[config.mk]
export PLATFORM = sky130hd
export DESIGN_NAME = key_entry_buffer
export DESIGN_NICKNAME = d
export VERILOG_FILES = /design/src/rtl/key_entry_buffer.sv
export SDC_FILE = /design/constraint.sdc
export NUM_CORES = 1
export LEC_CHECK = 0
export BUFFER_PORTS_ARGS = -buffer_cell sky130_fd_sc_hd__buf_4
export CAP_MARGIN = 20
export CORE_MARGIN = 3
export CORE_UTILIZATION = 49
export CTS_CLUSTER_DIAMETER = 150
export DETAILED_ROUTE_END_ITERATION = 8
export GPL_TIMING_DRIVEN = 0
export PLACE_DENSITY = 0.78
export SLEW_MARGIN = 20
export SYNTH_ARGS = -nofsm -noshare
export SYNTH_HDL_FRONTEND = slang
export SYNTH_SLANG_ARGS = --single-unit
export TNS_END_PERCENT = 1
[constraint.sdc]
create_clock -name CLK -period 2.1 [get_ports CLK]
set_input_delay 0.21 -clock CLK [delete_from_list [all_inputs] [get_ports CLK]]
set_output_delay 0.21 -clock CLK [all_outputs]
set_load 0.01 [all_outputs]
[src/rtl/key_entry_buffer.sv]
// Keypad entry front end: debounces scanner key codes into single press events and
// assembles decimal digits into a BCD entry buffer that is committed on ENTER.
module key_entry_buffer #(
    parameter int unsigned DB_CYCLES = 16,
    parameter int unsigned NDIG      = 4
) (
    input  logic                         CLK,
    input  logic                         RST_N,
    input  logic [4:0]                   key_in,
    output logic                         key_evt,
    output logic [3:0]                   key_code,
    output logic [4*NDIG-1:0]            digits,
    output logic [$clog2(NDIG+1)-1:0]    digit_cnt,
    output logic                         full,
    output logic [4*NDIG-1:0]            value,
    output logic                         value_valid
);

    localparam int unsigned CNTW = $clog2(DB_CYCLES + 1);
    localparam int unsigned DCW  = $clog2(NDIG + 1);
    localparam int unsigned BW   = 4 * NDIG;

    localparam logic [1:0] StIdle     = 2'd0;
    localparam logic [1:0] StDebounce = 2'd1;
    localparam logic [1:0] StHeld     = 2'd2;
    localparam logic [1:0] StRelease  = 2'd3;

    localparam logic [CNTW-1:0] CntOne  = CNTW'(1);
    localparam logic [CNTW-1:0] CntLast = CNTW'(DB_CYCLES - 1);
    localparam logic [DCW-1:0]  DigMax  = DCW'(NDIG);

    localparam logic [3:0] KeyBksp  = 4'hA;
    localparam logic [3:0] KeyClear = 4'hB;
    localparam logic [3:0] KeyEnter = 4'hF;

    logic [1:0]      state_q, state_d;
    logic [CNTW-1:0] cnt_q, cnt_d;
    logic [3:0]      cand_q, cand_d;
    logic            evt_q, evt_d;
    logic [3:0]      code_q, code_d;
    logic [BW-1:0]   digits_q, digits_d;
    logic [DCW-1:0]  dcnt_q, dcnt_d;
    logic [BW-1:0]   value_q, value_d;
    logic            vv_q, vv_d;

    logic key_present;
    logic key_match;

    assign key_present = ~key_in[4];
    assign key_match   = key_present && (key_in[3:0] == cand_q);

    // Debounce FSM. The event is raised on the same edge the counter would reach
    // DB_CYCLES, so the counter never actually holds that value.
    always_comb begin
        state_d = state_q;
        cnt_d   = cnt_q;
        cand_d  = cand_q;
        evt_d   = 1'b0;
        case (state_q)
            StIdle: begin
                if (key_present) begin
                    cand_d  = key_in[3:0];
                    cnt_d   = CntOne;
                    state_d = StDebounce;
                end
            end
            StDebounce: begin
                if (key_match) begin
                    if (cnt_q == CntLast) begin
                        cnt_d   = '0;
                        evt_d   = 1'b1;
                        state_d = StHeld;
                    end else begin
                        cnt_d = cnt_q + CntOne;
                    end
                end else begin
                    cnt_d   = '0;
                    state_d = StIdle;
                end
            end
            StHeld: begin
                if (!key_present) begin
                    cnt_d   = CntOne;
                    state_d = StRelease;
                end
            end
            StRelease: begin
                if (key_present) begin
                    // Release bounce: back to HELD without a new event.
                    cnt_d   = '0;
                    state_d = StHeld;
                end else if (cnt_q == CntLast) begin
                    cnt_d   = '0;
                    state_d = StIdle;
                end else begin
                    cnt_d = cnt_q + CntOne;
                end
            end
            default: begin
                cnt_d   = '0;
                state_d = StIdle;
            end
        endcase
    end

    // Entry buffer update, applied on the edge that raises key_evt.
    always_comb begin
        code_d   = code_q;
        digits_d = digits_q;
        dcnt_d   = dcnt_q;
        value_d  = value_q;
        vv_d     = 1'b0;
        if (evt_d) begin
            code_d = cand_q;
            if (cand_q <= 4'd9) begin
                if (dcnt_q < DigMax) begin
                    digits_d = (digits_q << 4) | BW'(cand_q);
                    dcnt_d   = dcnt_q + DCW'(1);
                end
            end else if (cand_q == KeyBksp) begin
                if (dcnt_q != '0) begin
                    digits_d = digits_q >> 4;
                    dcnt_d   = dcnt_q - DCW'(1);
                end
            end else if (cand_q == KeyClear) begin
                digits_d = '0;
                dcnt_d   = '0;
            end else if (cand_q == KeyEnter) begin
                if (dcnt_q != '0) begin
                    value_d  = digits_q;
                    vv_d     = 1'b1;
                    digits_d = '0;
                    dcnt_d   = '0;
                end
            end
        end
    end

    always_ff @(posedge CLK or negedge RST_N) begin
        if (!RST_N) begin
            state_q  <= StIdle;
            cnt_q    <= '0;
            cand_q   <= '0;
            evt_q    <= 1'b0;
            code_q   <= '0;
            digits_q <= '0;
            dcnt_q   <= '0;
            value_q  <= '0;
            vv_q     <= 1'b0;
        end else begin
            state_q  <= state_d;
            cnt_q    <= cnt_d;
            cand_q   <= cand_d;
            evt_q    <= evt_d;
            code_q   <= code_d;
            digits_q <= digits_d;
            dcnt_q   <= dcnt_d;
            value_q  <= value_d;
            vv_q     <= vv_d;
        end
    end

    assign key_evt     = evt_q;
    assign key_code    = code_q;
    assign digits      = digits_q;
    assign digit_cnt   = dcnt_q;
    assign full        = (dcnt_q == DigMax);
    assign value       = value_q;
    assign value_valid = vv_q;

endmodule

==> results of run 1 <==
-- critical path: stages (launching register included) --
cell     delay, ps
dfrtp_1        420
ha_4           170
and4b_2        290
nand3_4        110
nor4_4         270
buf_4          180
buf_4          140
mux2_2         330
-- per-stage QoR --
stage          cell area [um2]  utilization [%]
3_3_place_gp              2970            61.26
3_5_place_dp              2970            61.26
4_1_cts                   3099            63.92
5_1_grt                   3146            64.88
2_1_floorplan             2526                -
6_report                  3146            64.88
-- logic make-up (layout without fill, tap and decap cells) --
kind of cell	after synthesis	count (layout)
flip-flops	52	52
buffers and inverters	24	85
AND/OR/NAND/NOR	44	44
AO/OA/AOI/OAI	55	55
XOR/XNOR	5	5
adder cells (fa/ha/maj)	4	4
multiplexers	32	32
-- power by group through the flow --
stage | Sequential [mW] | Clock [mW] | Combinational, mW
floorplan | 1.05 | 0 | 0.197
global placement | 1.06 | 0 | 0.268
detailed placement | 1.06 | 0 | 0.275
CTS | 1.04 | 0.598 | 0.284
global route | 1.04 | 0.640 | 0.335
finish | 1.04 | 0.579 | 0.301
-- placed cells by master, fill, tap and decap left out, types with 2 or more instances in the layout --
cell type  count
a31oi_1       12
nor2b_1        2
xnor2_1        2
nand4_1        3
mux2_2        14
a22o_1         2
mux2_4        10
xnor2_2        3
nand3_1        5
nand2_1       15
o21ai_0        6
clkbuf_1       4
dfrtp_1       52
clkbuf_2       3
nor2_1         4
a22oi_1        9
nand2b_1       5
a21oi_1       18
buf_4         52
inv_1         10
buf_2          5
ha_1           3
mux2i_1        8
clkbuf_8       6
-- layer usage --
metal	vias up	global-route usage (%)	part of all wire (%)
met5	-	0	0
met4	0	5.338	1.4
met3	7	4.872	5.3
met2	47	29.62	48
met1	915	23.92	45
li1	895	-	-
-- what timing repair did --
action                                  4_1_cts  5_1_grt
endpoints found under the hold margin        52        0
pin swaps                                     1        0
buffers inserted                              2        2
endpoints found under the setup margin       17       30
hold buffers                                  1        0
resized for setup                             2        9
-- registers in the layout, indices dropped and copies added, names as in the netlist --
name and cells:
state_q 2, key_code 4, cand_q 4, value 16, digit_cnt 3, key_evt 1
value_valid 1, cnt_q 5, digits 16
-- cell type report --
type / instances / area share [%]
Sequential cell: 52 / 41.37
Multi-Input combinational cell: 140 / 36.20
Timing Repair Buffer: 53 / 12.73
Buffer: 14 / 2.864
Clock buffer: 7 / 2.745
Tap cell: 67 / 2.665
Inverter: 10 / 1.193
Clock inverter: 1 / 0.2387
-- how the worst min path moves through the flow --
stage	from	end	slack, ps	cells past startpoint
3_5_place_dp	RST_N	cnt_q[2]	280	1
3_3_place_gp	RST_N	cnt_q[2]	280	1
2_1_floorplan	RST_N	cand_q[0]	-90	0
6_report	key_in[2]	cand_q[2]	160	2
5_1_grt	key_in[1]	cand_q[1]	160	2
4_1_cts	key_in[0]	cand_q[0]	160	2
==> flow_summary.yaml, run 1 <==
die:
  die_height_um: 77.80
  design.core.area_um2: 4848
  die_w_um: 77.80
  fp_rows: 25
  effective_utilization_at_floorplan_pct: 52.10
  design.die.area_um2: 6053
  boundaryPins: 49
route:
  drc: 0
  firstDrtPassIters: 4
  via_count: 1864
  wire_per_inst_um: 15.33
  via_per_inst: 5.419
  overall_routed_net_length_um: 5273
  detail-route-antenna-nets: 0
  initialDrtViolationCount: 127
yosys:
  largest_family_of_logic_cells_by_synthesized_area: "multiplexers"
  yosysSeqAreaShare_pct: 51.51
  number_of_flops_mapped_to_enable_cells_by_yosys: 0
  synth.avg_cell_area_um2: 11.70
  synth_compound_area_share_pct: 13.87
  synthMostInstantiatedCell: "dfrtp_1"
  synthCells: 216
  synth_area_leaders: "dfrtp_1, mux2_2, mux2_4"
  synthSimpleGateAreaFrac_pct: 10.30
  synth_nets: 227
  synth_flop_cell: "dfrtp_1"
  synthXorXnorAreaFrac_pct: 2.328
  yosys.area.top_type_share_pct: 51.51
  yosys_register_bits: 52
  yosysWarnings: 0
  yosys.area_share.adder_pct: 1.981
  synth.area.mux_share_pct: 15.35
  synth_cell_type_count: 42
  yosys-top-cells-count: "dfrtp_1, a21oi_1, nand2_1"
  post_synth_instance_area_um2: 2526
  synth_largest_area_cell: "dfrtp_1"
  postSynth.asyncResetShare_pct: 100.0
sta:
  fin_crit_sh_pct: 96.54
  period_minus_slack_ps: 2027
  maxSlewViolCount: 0
  timing.final.setup_violations: 0
  clock.fmax_mhz: 493.3
  post-route-worst-setup-slack_ps: 72.76
  relSlewSlack_pct: 56.95
  final_hold_viol_count: 0
  final.setup_skew_ps: 5.645
  setup_tns_ps: 0
  hold_slack_ps: 164.8
  tightestPinTransition_ps: 645.7
finish:
  flow.area_growth_from_synthesis_pct: 24.52
  multi_input_comb_area_um2: 1139
  fillerInstances: 386
  finalNonFillerCells: 344
  final_layout_size_suffix_gt1_share_pct: 38.27
  finalNetCount: 287
  insertedDiodeCount: 0
  register_area_um2: 1301
run:
  count_of_maximum_capacitance_violations: 0
global_route:
  overflow: 0
  grt_first_pass_wirelength_um: 8790
  grt_antenna_before_repair: 0
  grt_max_degree: 53
  track_usage_pct: 18.24
  grt_pass1_vias: 1857
outcome:
  status: "completed"
setup_path:
  cp_max_fo: 4
  critical_path_required_ps: 2290
  regToRegSetupSlack_ps: 70
  worst_setup_path_endpoint: "value[5]"
  critPathKind: "flop to flop"
  worst_flop_to_flop_path_endpoint: "value[5]"
  worstSetupStartpoint: "cnt_q[0]"
  worst_r2r_path_depth: 7
  timing.critical_path.from_type: "flop"
  worst_ep_arrival_time_ps: 2220
  worst_setup_path_end_kind: "flop"
  regToRegStartpoint: "cnt_q[0]"
clock_network:
  cts.clk_slew.worst_paths_ps: 90
  cts_sinks: 52
  ctsLongestPathBuffers: 2
  numCtsBuffers: 5
  clk_latency_worst_skew_pair_ps: 300
  ctsHtreeMaxLevel: 2
  tritoncts_clock_tree: "built"
  clockRootBuffer: "clkbuf_8"
placement:
  dpl.cell_count: 331
  post_placement_worst_setup_slack_ps: -156.8
  post-dp-hpwl_um: 3721
  final_gp_congestion: 0.7850
  port_buffers: 48
min_path:
  hp-class: "input port to flop"
power_and_ir_drop:
  netSwitchingPower_mw: 0.5155
  clock_network_fraction_of_design_power_pct: 30.1
  worst_voltage_drop_across_the_vdd_grid_mv: 0.4313
  share_seq_of_total_power_pct: 54.2
  netSwitchingFraction_pct: 26.86
  power.share.combinational_pct: 15.7
  power-per-cell-area_nw_per_um2: 610.2
  internal_power_mw: 1.404
  cellLeakagePower_nw: 1.556
  fin_total_pwr_mw: 1.919
Note: power is estimated with default switching activity, not from simulation.
==> run 2: changes to the inputs <==
--- a/config.mk
+++ b/config.mk
@@ -5,14 +5,14 @@
 export SDC_FILE = /design/constraint.sdc
 export NUM_CORES = 1
 export LEC_CHECK = 0
-export BUFFER_PORTS_ARGS = -buffer_cell sky130_fd_sc_hd__buf_4
 export CAP_MARGIN = 20
 export CORE_MARGIN = 3
-export CORE_UTILIZATION = 49
+export CORE_UTILIZATION = 53
 export CTS_CLUSTER_DIAMETER = 150
 export DETAILED_ROUTE_END_ITERATION = 8
+export DONT_BUFFER_PORTS = 1
 export GPL_TIMING_DRIVEN = 0
-export PLACE_DENSITY = 0.78
+export PLACE_DENSITY = 0.74
 export SLEW_MARGIN = 20
 export SYNTH_ARGS = -nofsm -noshare
 export SYNTH_HDL_FRONTEND = slang
==> flow_summary.yaml, run 2 (same netlist as run 1, synthesis figures left out) <==
die:
  fp_rows: 24
  design.die.area_um2: 5631
  design.core.area_um2: 4474
  die_w_um: 75.04
  die_height_um: 75.04
  effective_utilization_at_floorplan_pct: 56.46
  boundaryPins: 49
sta:
  period_minus_slack_ps: 2012
  setup_tns_ps: 0
  fin_crit_sh_pct: 95.82
  relSlewSlack_pct: 69.54
  timing.final.setup_violations: 0
  maxSlewViolCount: 0
  tightestPinTransition_ps: 452.1
  final_hold_viol_count: 0
  post-route-worst-setup-slack_ps: 87.70
  grt_setup_unrepaired: "true"
  final.setup_skew_ps: 5.606
  clock.fmax_mhz: 496.9
setup_path:
  worst_r2r_path_depth: 7
  regToRegStartpoint: "cnt_q[0]"
  timing.critical_path.from_type: "flop"
  worst_ep_arrival_time_ps: 2210
  worst_setup_path_end_kind: "flop"
  worst_flop_to_flop_path_endpoint: "value[6]"
  critPathKind: "flop to flop"
  critical_path_required_ps: 2290
  cpPeakStageDelay_ps: 380
  timing.critical_path.cells: "ha_2 -> and4b_2 -> nand3_4 -> nor4_4 -> buf_6 -> buf_12 -> mux2_4"
  crit_slowest_cell: "dfrtp_1"
  cp_max_fo: 10
  regToRegSetupSlack_ps: 90
placement:
  final_gp_congestion: 0.7547
  port_buffers: 0
  post_placement_worst_setup_slack_ps: -158.7
  post-dp-hpwl_um: 3386
finish:
  finalNetCount: 243
  fillerInstances: 349
  most-common-layout-cells: "dfrtp_1, a21oi_1, nand2_1"
  insertedDiodeCount: 0
  most_common_cell_after_layout_fill_and_taps_aside: "dfrtp_1"
  flow.area_growth_from_synthesis_pct: 12.23
  fin_util_pct: 63.37
  final_layout_size_suffix_gt1_share_pct: 27.04
clock_network:
  ctsHtreeMaxLevel: 2
  ctsLongestPathBuffers: 2
  clockRootBuffer: "clkbuf_8"
  tritoncts_clock_tree: "built"
  clk_latency_worst_skew_pair_ps: 310
  cts_sinks: 52
  numCtsBuffers: 5
  cts.clk_slew.worst_paths_ps: 90
global_route:
  grt_antenna_before_repair: 0
  grt_pass1_vias: 1607
  track_usage_pct: 19.24
  grt_max_degree: 53
  overflow: 0
  grt_first_pass_wirelength_um: 8245
power_and_ir_drop:
  power-per-cell-area_nw_per_um2: 727.4
  worst_voltage_drop_across_the_vdd_grid_mv: 0.2936
  cellLeakagePower_nw: 1.341
  fin_total_pwr_mw: 2.062
min_path:
  timing.hold.worst_path_depth: 1
  hp-class: "input port to flop"
  hold_path_end: "cand_q[3]"
  timing.hold.worst.start: "key_in[3]"
route:
  wire_per_inst_um: 18.07
  initialDrtViolationCount: 125
  via_per_inst: 6.063
  via_count: 1728
  detail-route-antenna-nets: 0
  overall_routed_net_length_um: 5150
  firstDrtPassIters: 4
  drc: 0
run:
  count_of_maximum_capacitance_violations: 0
outcome:
  status: "completed"
## run 2: cell types whose count changed in the layout (fill, tap and decap cells not counted), sizes merged
cell / delta
buf: -44
bufinv: +1
clkbuf: -1
clkinv: +1
clkinvlp: -1
## run 2: cell type report
class / count / area (um2) / area share (%)
multi-input combinational: 140 / 1124 / 39.63
inverter: 10 / 37.54 / 1.324
sequential: 52 / 1301 / 45.90
timing repair buffer: 9 / 93.84 / 3.310
clock inverter: 2 / 38.79 / 1.368
buffer: 14 / 92.59 / 3.266
clock buffer: 6 / 82.58 / 2.913
tap: 52 / 65.06 / 2.295
## run 2: what timing repair did
item | 4_1_cts | 5_1_grt
pin swaps | 1 | 3
setup buffers | 3 | 4
hold buffers | 2 | 0
gates resized for setup | 2 | 11
endpoints found under the hold margin | 52 | 0
endpoints found under the setup margin | 28 | 32
## run 2: how the worst max path moves through the flow
| stage | startpoint | endpoint | depth (start not counted) |
|---|---|---|---|
| finish | cnt_q[0] | value[6] | 7 |
| global route | cnt_q[1] | value[9] | 7 |
| CTS | cnt_q[0] | value[6] | 7 |
| detailed placement | cnt_q[0] | value[14] | 6 |
| global placement | cnt_q[0] | value[14] | 6 |
| floorplan | cnt_q[0] | value[10] | 6 |
## run 2: power breakdown
group          total, mW  switching [mW]  internal (mW)
registers           1.04          0.0166           1.02
clock network      0.719           0.329          0.390
logic              0.307           0.186          0.122
## run 2: critical path, delay by kind of cell, from the launching register on
kind                       cells  cell delay [ps]
buffers and inverters          2              320
adders and majority gates      1              210
and+or+nand+nor                3              700
muxes                          1              300
DFF                            1              380
## run 2: per-layer routing
| metal | vias to the layer above | share of wire (%) | track usage [%] |
|---|---|---|---|
| met3 | 5 | 7.7 | 6.809 |
| met4 | 0 | 0.76 | 5.534 |
| met2 | 55 | 47 | 27.27 |
| li1 | 815 | - | - |
| met1 | 853 | 44 | 27.74 |
| met5 | - | 0 | 0 |
## run 2: stage by stage
step / instances / instance area [um2] / hold WS [ps]
after CTS: 281 / 2783 / 49.57
after floorplan: 216 / 2526 / -85.59
after detailed placement: 268 / 2591 / -84.06
after global routing: 285 / 2835 / 36.55
after global placement: 268 / 2591 / -84.41
final: 285 / 2835 / 54.49
